**src/rtl/twofish_host_ctrl.sv**
```systemverilog
// Host-side stream adapter for a 128-bit Twofish core: packs four 32-bit input
// words into a block, commands the core, and streams the 128-bit result back out.
// Optional busy watchdog with sticky err flag is enabled by defining TF_WATCHDOG_EN.
module twofish_host_ctrl #(
  parameter int WD_LIMIT = 1024
) (
  input  logic         Clk,
  input  logic         Reset,
  input  logic [31:0]  in_data,
  input  logic         in_valid,
  output logic         in_ready,
  input  logic [127:0] key_in,
  input  logic         key_load,
  input  logic         mode_in,
  output logic [127:0] block,
  output logic [127:0] key,
  output logic         EnDe,
  output logic         Start,
  input  logic [127:0] o,
  input  logic         busy,
  output logic [31:0]  out_data,
  output logic         out_valid,
  input  logic         out_ready,
  output logic         err
);

  typedef enum logic [2:0] {
    S_FILL,
    S_START,
    S_ARM,
    S_WAIT,
    S_DRAIN
`ifdef TF_WATCHDOG_EN
    ,
    S_ABORT
`endif
  } state_t;

  state_t        state_reg, state_next;
  logic [1:0]    wcnt_reg;
  logic [127:0]  block_reg;
  logic [127:0]  key_reg;
  logic [127:0]  result_reg;
  logic          ende_reg;
  logic [31:0]   result_w [4];
  logic          in_fire;
  logic          out_fire;
  logic          wd_expire;

  if (WD_LIMIT < 1) begin : g_wd_limit_check
    $error("twofish_host_ctrl: WD_LIMIT must be at least 1");
  end

  assign in_fire  = (state_reg == S_FILL) && in_valid;
  assign out_fire = (state_reg == S_DRAIN) && out_ready;

  // Result word 0 is the most significant 32 bits, matching the input packing.
  generate
    for (genvar gi = 0; gi < 4; gi++) begin : g_result_words
      assign result_w[gi] = result_reg[127 - 32*gi -: 32];
    end
  endgenerate

  always_comb begin
    state_next = state_reg;
    case (state_reg)
      S_FILL:  if (in_valid && (wcnt_reg == 2'd3)) state_next = S_START;
      S_START: state_next = S_ARM;
      S_ARM:   state_next = S_WAIT;
      S_WAIT: begin
        if (!busy)          state_next = S_DRAIN;
`ifdef TF_WATCHDOG_EN
        else if (wd_expire) state_next = S_ABORT;
`endif
      end
      S_DRAIN: if (out_ready && (wcnt_reg == 2'd3)) state_next = S_FILL;
`ifdef TF_WATCHDOG_EN
      S_ABORT: state_next = S_FILL;
`endif
      default: state_next = S_FILL;
    endcase
  end

  always_ff @(posedge Clk) begin
    if (Reset) begin
      state_reg  <= S_FILL;
      wcnt_reg   <= 2'd0;
      block_reg  <= '0;
      key_reg    <= '0;
      ende_reg   <= 1'b0;
      result_reg <= '0;
    end else begin
      state_reg <= state_next;
      if (in_fire) begin
        // Word n lands at bit offset (3-n)*32, i.e. {~n, 5'b0}.
        block_reg[{~wcnt_reg, 5'd0} +: 32] <= in_data;
        if (wcnt_reg == 2'd0) ende_reg <= mode_in;
      end
      // Key may only change between blocks, never under a partially filled one.
      if ((state_reg == S_FILL) && (wcnt_reg == 2'd0) && key_load) key_reg <= key_in;
      if (in_fire || out_fire) wcnt_reg <= wcnt_reg + 2'd1;
      if ((state_reg == S_WAIT) && !busy) result_reg <= o;
    end
  end

`ifdef TF_WATCHDOG_EN
  localparam int WD_W = (WD_LIMIT > 1) ? $clog2(WD_LIMIT) : 1;

  logic [WD_W-1:0] wd_cnt_reg;
  logic            err_reg;

  assign wd_expire = (state_reg == S_WAIT) && busy && (wd_cnt_reg == WD_W'(WD_LIMIT - 1));

  always_ff @(posedge Clk) begin
    if (Reset) begin
      wd_cnt_reg <= '0;
      err_reg    <= 1'b0;
    end else begin
      if ((state_reg == S_WAIT) && busy) wd_cnt_reg <= wd_cnt_reg + 1'b1;
      else                               wd_cnt_reg <= '0;
      if (state_reg == S_ABORT) err_reg <= 1'b1;
    end
  end

  assign err = err_reg;
`else
  assign wd_expire = 1'b0;
  assign err       = 1'b0;
`endif

  assign in_ready  = (state_reg == S_FILL);
  assign out_valid = (state_reg == S_DRAIN);
  assign Start     = (state_reg == S_START);
  assign block     = block_reg;
  assign key       = key_reg;
  assign EnDe      = ende_reg;
  assign out_data  = result_w[wcnt_reg];

endmodule

```
**config.mk**
```make
export PLATFORM = sky130hd
export DESIGN_NAME = twofish_host_ctrl
export DESIGN_NICKNAME = d
export VERILOG_FILES = /design/src/rtl/twofish_host_ctrl.sv
export SDC_FILE = /design/constraint.sdc
export NUM_CORES = 1
export LEC_CHECK = 0
export ABC_CLOCK_PERIOD_IN_PS = 3200
export BUFFER_PORTS_ARGS = -buffer_cell sky130_fd_sc_hd__buf_2
export CORE_AREA = 2 2 229 231
export CTS_CLUSTER_DIAMETER = 150
export CTS_CLUSTER_SIZE = 10
export DETAILED_ROUTE_END_ITERATION = 6
export DIE_AREA = 0 0 231 233
export PLACE_DENSITY_LB_ADDON = 0.08
export SYNTH_ARGS = -nofsm -noshare
export SYNTH_HDL_FRONTEND = slang
export SYNTH_SLANG_ARGS = --single-unit
```
**constraint.sdc**
```tcl
create_clock -name Clk -period 3.2 [get_ports Clk]
set_input_delay 0.48 -clock Clk [delete_from_list [all_inputs] [get_ports Clk]]
set_output_delay 0.48 -clock Clk [all_outputs]
set_load 0.02 [all_outputs]
```
**Yosys cells after proc, flatten, opt, wreduce, memory -nomap -nowiden**

Index checks and enable logic that the tools add are counted.

- Memory bits (writable): 0
- Flip-flop bits (word level): 390
- Latch bits: 0
- Word-level logic and storage cells: 42
- ROM bits: 0
- Memories kept: 0
- Output and inout port bits: 293
- Input port bits: 295

- Mux-type cells: 8
- Shifts and indexed selects: 2
- Order comparisons: 1
- Eq/ne operators: 8
- Multipliers: 0
- Reduce and logical (&&, ||, !) cells: 13
- Divide/modulo/power cells: 0
- Add/subtract/negate cells: 2
- Bitwise logic cells: 2

Operators with widths:

| operator | count |
|---|---|
| bitwise mux 128 bit | 1 |
| variable shift 32 x 9 -> 128 bit (first input constant) | 1 |
| variable part select 32 x 9 -> 128 bit | 1 |
| binary-select mux 32 bit (select 2 bit) | 1 |
| 2-to-1 mux 32 bit | 2 |
| case mux 3 bit (5 select lines) | 1 |
| 2-to-1 mux 3 bit | 3 |
| negation 7 -> 9 bit | 1 |
| logical AND 1 bit | 7 |
| == test 3 x 2 -> 1 bit (second input constant) | 2 |
| != test 2 x 1 -> 1 bit (second input constant) | 2 |
| == test 3 x 1 -> 1 bit (second input constant) | 1 |
| == test 3 bit (second input constant) | 1 |
| greater-or-equal comparator 3 bit (second input constant) | 1 |
| logical NOT 3 bit | 1 |
| inverter 2 -> 3 bit | 1 |
| AND reduction 3 bit | 1 |
| adder 2 x 1 -> 2 bit (second input constant) | 1 |
| == test 2 bit (second input constant) | 1 |
| logical NOT 2 bit | 1 |
| != test 2 bit (second input constant) | 1 |
| inverter 2 bit | 1 |
| AND reduction 2 bit | 1 |
| logical NOT 1 bit | 1 |
| logical OR 1 bit | 1 |

**Longest topological paths before layout**

- Word-level depth: 4
- Gate-level depth with buffers: 10
- Depth with buffers taken out: 5

**Worst setup path before layout**

OpenSTA, ideal clock, no wires.

- Path type: register to register
- Start point: reg wcnt_reg[0]
- End point: reg block_reg[72] (netlist: block[72])
- Path buffers: 4
- Data required time: 3.130 ns
- Slack: 0.643 ns
- Library setup time: 0.070 ns
- Cell stages (with the launch flop): 10
- Arrival: 2.487 ns
- Period minus slack after synthesis: 2.557 ns
- Cell sequence: dfxtp_1 > buf_2 > buf_2 > inv_1 > ha_1 > nor4bb_1 > clkbuf_1 > clkbuf_1 > nand4_1 > a21oi_1

- Longest elaborated chain between the ends: 4
- Elaborated cells between the ends (all ways): 5
- Those cells by class: add/sub (1); shift (2); mux (1); bitwise (1)

Ends and longest elaborated chain:

| what | RTL line | RTL |
|---|---|---|
| start: declaration | 40 | `logic [1:0] wcnt_reg;` |
| start signal: assignment | 101 | `if (in_fire \|\| out_fire) wcnt_reg <= wcnt_reg + 2'd1;` |
| inverter 2 bit (*) | 96 | `block_reg[{~wcnt_reg, 5'd0} +: 32] <= in_data;` |
| negation 7 -> 9 bit (*) | 96 |  |
| variable part select 32 x 9 -> 128 bit or variable shift 32 x 9 -> 128 bit (tied branches) | 96 |  |
| bitwise mux 128 bit (*) | 96 |  |
| end signal: indexed assignment | 96 |  |
| end: declaration | 41 | `logic [127:0] block_reg;` |

Mark *: on every way between the ends. The rest lies on a longest branch, timed or not.
A chain may end at the register's enable or synchronous reset.

**Worst setup path in the final report**

- Start point: reg wcnt_reg[0]
- End point: out out_data[11]

- Longest elaborated chain between the ends: 4

Ends and longest elaborated chain:

| what | RTL line | RTL |
|---|---|---|
| inverter 2 -> 3 bit (implied by the code) | 137 | `assign out_data = result_w[wcnt_reg];` |
| binary-select mux 32 bit (select 2 bit) | 137 |  |
| 2-to-1 mux 32 bit (implied by the code) (2 in a row) | 137 |  |
| end: declaration | 21 | `output logic [31:0] out_data,` |

No other way between the ends. The select of a mux whose other input is x is not followed.

==> flow_summary.json <==
{
  "fin_nets": 2597,
  "maxSlewHeadroom_pct": 26.85,
  "hold_buffers": 0,
  "final_max_slew_viol_count": 0,
  "ir_drop_uv": 336.4,
  "crit_start": "wcnt_reg[0]",
  "post_cts_resized": 0,
  "htree_levels": 2,
  "crit_fanout": 22,
  "drc_errors": 0,
  "required_ps": 2720,
  "cts_tree": "yes",
  "grt_pass1_wl_mm": 89.90,
  "die_width_um": 231,
  "core_sq_mm": 0.05109,
  "fillers": 5409,
  "port_buffers": 586,
  "grt_setup_unrepaired": "false",
  "dr_wl_met2_mm": 28.65,
  "clkSlewWorstSetupHoldPaths_ps": 60,
  "comb_power_share_pct": 14.4,
  "min_period_ps": 2927,
  "fin_tns_setup_ps": 0,
  "cp-start-kind": "register",
  "period_share_pct": 91.46,
  "cp-end-kind": "output pin",
  "avgViaCountPerCell": 5.200,
  "crit_arrival_ps": 2450,
  "vias": 15547,
  "synthCells": 1836,
  "dp_cells": 2931,
  "grtUsageTotal_pct": 21.34,
  "netlist.area_leader.share_pct": 50.45,
  "clk_latency_ps": 550,
  "status": "finished, final reports clean",
  "gp_congestion": 0.8160,
  "final_cell_area_sq_mm": 0.01999,
  "grt_max_degree": 161,
  "synth_nets": 2136,
  "place_area_sq_mm": 0.01883,
  "fp.dieH_um": 233,
  "yosys_register_bits": 390,
  "crit-reg2reg-launch": "wcnt_reg[0]",
  "first_pass_iters": 5,
  "power_switching_mw": 3.094,
  "rows": 83,
  "cellPowerDensity_mw_per_mm2": 554.7,
  "synth.distinct_cells": 37,
  "dpl.hpwl_mm": 41.05,
  "final_layout_size_suffix_gt1_share_pct": 31.13,
  "p_clk_share_pct": 39.4,
  "drt_iter0_markers": 1005,
  "antenna_found_initial": 20,
  "tightest_slew_ps": 1095,
  "synth-seq-area-share_pct": 50.45,
  "p_leak_nw": 7.979,
  "ys_top_cells_by_area": "dfxtp_1, a21oi_1, o21ai_0",
  "yosysMostFrequentCell": "dfxtp_1",
  "holdCritPathClass": "primary input to register",
  "cts-root-buf": "clkbuf_16",
  "top_layer": "met5",
  "syn-cell-area_sq_mm": 0.01547,
  "clk_path_buf_depth": 3,
  "cts_buffers": 44,
  "synth_edf_count": 0,
  "seq_power_share_pct": 46.2,
  "worst-setup-path-type": "register to output pin",
  "synthArstFlopShare_pct": 0,
  "hold_start": "o[88]",
  "fin_worst_skew_ps": 11.20,
  "wl_mm": 60.66,
  "grt_overflow": 0,
  "grt_pass1_vias": 14796,
  "io_pins": 588,
  "post-place-ws_ps": 531.0,
  "syn_avg_cell_area_sq_um": 8.429,
  "die_area_sq_mm": 0.05382,
  "ys.flop_type": "dfxtp_1",
  "ys.warnings.count": 0,
  "initial_core_util_pct": 30.29,
  "clock-sinks": 390,
  "instances_no_fill": 2990,
  "drt-met1-wl_mm": 24.97,
  "synth_top_area_cell": "dfxtp_1",
  "met3_length_mm": 4.892,
  "synth_commonest_cells": "dfxtp_1, a21oi_1, nand2_1, o21ai_0, clkbuf_1",
  "switching_share_pct": 27.90,
  "drtAntennaViolNets": 0,
  "drv_cap": 0,
  "finalHoldViolCount": 0,
  "syn_to_final_growth_pct": 29.20,
  "layout_setup_ws_ps": 273.3,
  "wire_per_inst_um": 20.29,
  "power.internal_mw": 7.997,
  "max_clock_freq_mhz": 341.7,
  "post_cts_buffers": 0,
  "setup-violations-final": 0
}
-- cell usage in the layout, fill, tap and decap left out, types with 2 or more instances in the layout --
| master | count |
|---|---|
| nor4bb_4 | 2 |
| nand4_1 | 128 |
| nor4b_4 | 2 |
| nand2_1 | 258 |
| a21oi_1 | 389 |
| clkbuf_16 | 45 |
| nand3_1 | 132 |
| nor3_1 | 4 |
| buf_12 | 12 |
| buf_4 | 25 |
| dfxtp_1 | 388 |
| ha_1 | 5 |
| and2_1 | 2 |
| inv_1 | 6 |
| diode_2 | 13 |
| mux4_2 | 32 |
| buf_2 | 585 |
| o21ai_0 | 250 |
| o21ai_1 | 9 |
-- cells by family (layout without fill, tap and decap cells) --
family                   Yosys count  in the layout  synth area share [%]
AND/OR/NAND/NOR                  540            540                 17.00
adder cells (fa/ha/maj)            5              5                0.4043
other                              1             14               0.02423
flip-flops                       390            390                 50.45
AO/OA/AOI/OAI                    651            651                 21.13
multiplexers                      34             34                 4.795
buffers and inverters            215            676                 6.193
-- power groups by stage --
stage	Clock (mW)	Combinational (mW)	Sequential, mW
finish	4.37	1.60	5.12
global route	4.68	1.73	5.14
CTS	4.52	1.60	5.12
detailed placement	0	1.60	5.23
global placement	0	1.59	5.22
floorplan	0	0.732	5.41
-- metrics by stage --
step | utilization (%) | power (mW) | hold slack [ps]
floorplan | - | 6.142 | 433.1
global placement | 36.85 | 6.812 | 439.7
detailed placement | 36.85 | 6.826 | 445.6
CTS | 39.07 | 11.24 | 113.0
global route | 39.12 | 11.55 | 136.9
finish | 39.13 | 11.09 | 163.5
-- critical path, stage by stage, from the launching register on --
cell and delay (ps):
dfxtp_4 600, buf_4 500, mux4_2 580, buf_2 180
-- final timing paths --
check / slack, ps / cells after the start / endpoint
worst min-delay path: 160 / 3 / result_reg[88]
worst min register to register: 450 / 2 / result_reg[73]
worst max register to register: 540 / 4 / block[7]
worst max-delay path: 270 / 3 / out_data[11]
-- metal layers --
metal,vias to the layer above,GRT usage [%]
met5,-,0
met4,12,9.214
li1,7454,-
met2,550,34.12
met3,123,5.858
met1,7408,26.95
-- layout make-up --
type / instances / area, sq um / share of cell area, %
Antenna cell: 13 / 32.53 / 0.1627
Clock buffer: 46 / 1130 / 5.651
Tap cell: 680 / 850.8 / 4.256
Inverter: 7 / 31.28 / 0.1565
Sequential cell: 390 / 7812 / 39.08
Timing Repair Buffer: 623 / 3371 / 16.86
Multi-Input combinational cell: 1231 / 6765 / 33.84
No activity file was read; power rests on OpenSTA's default activity.
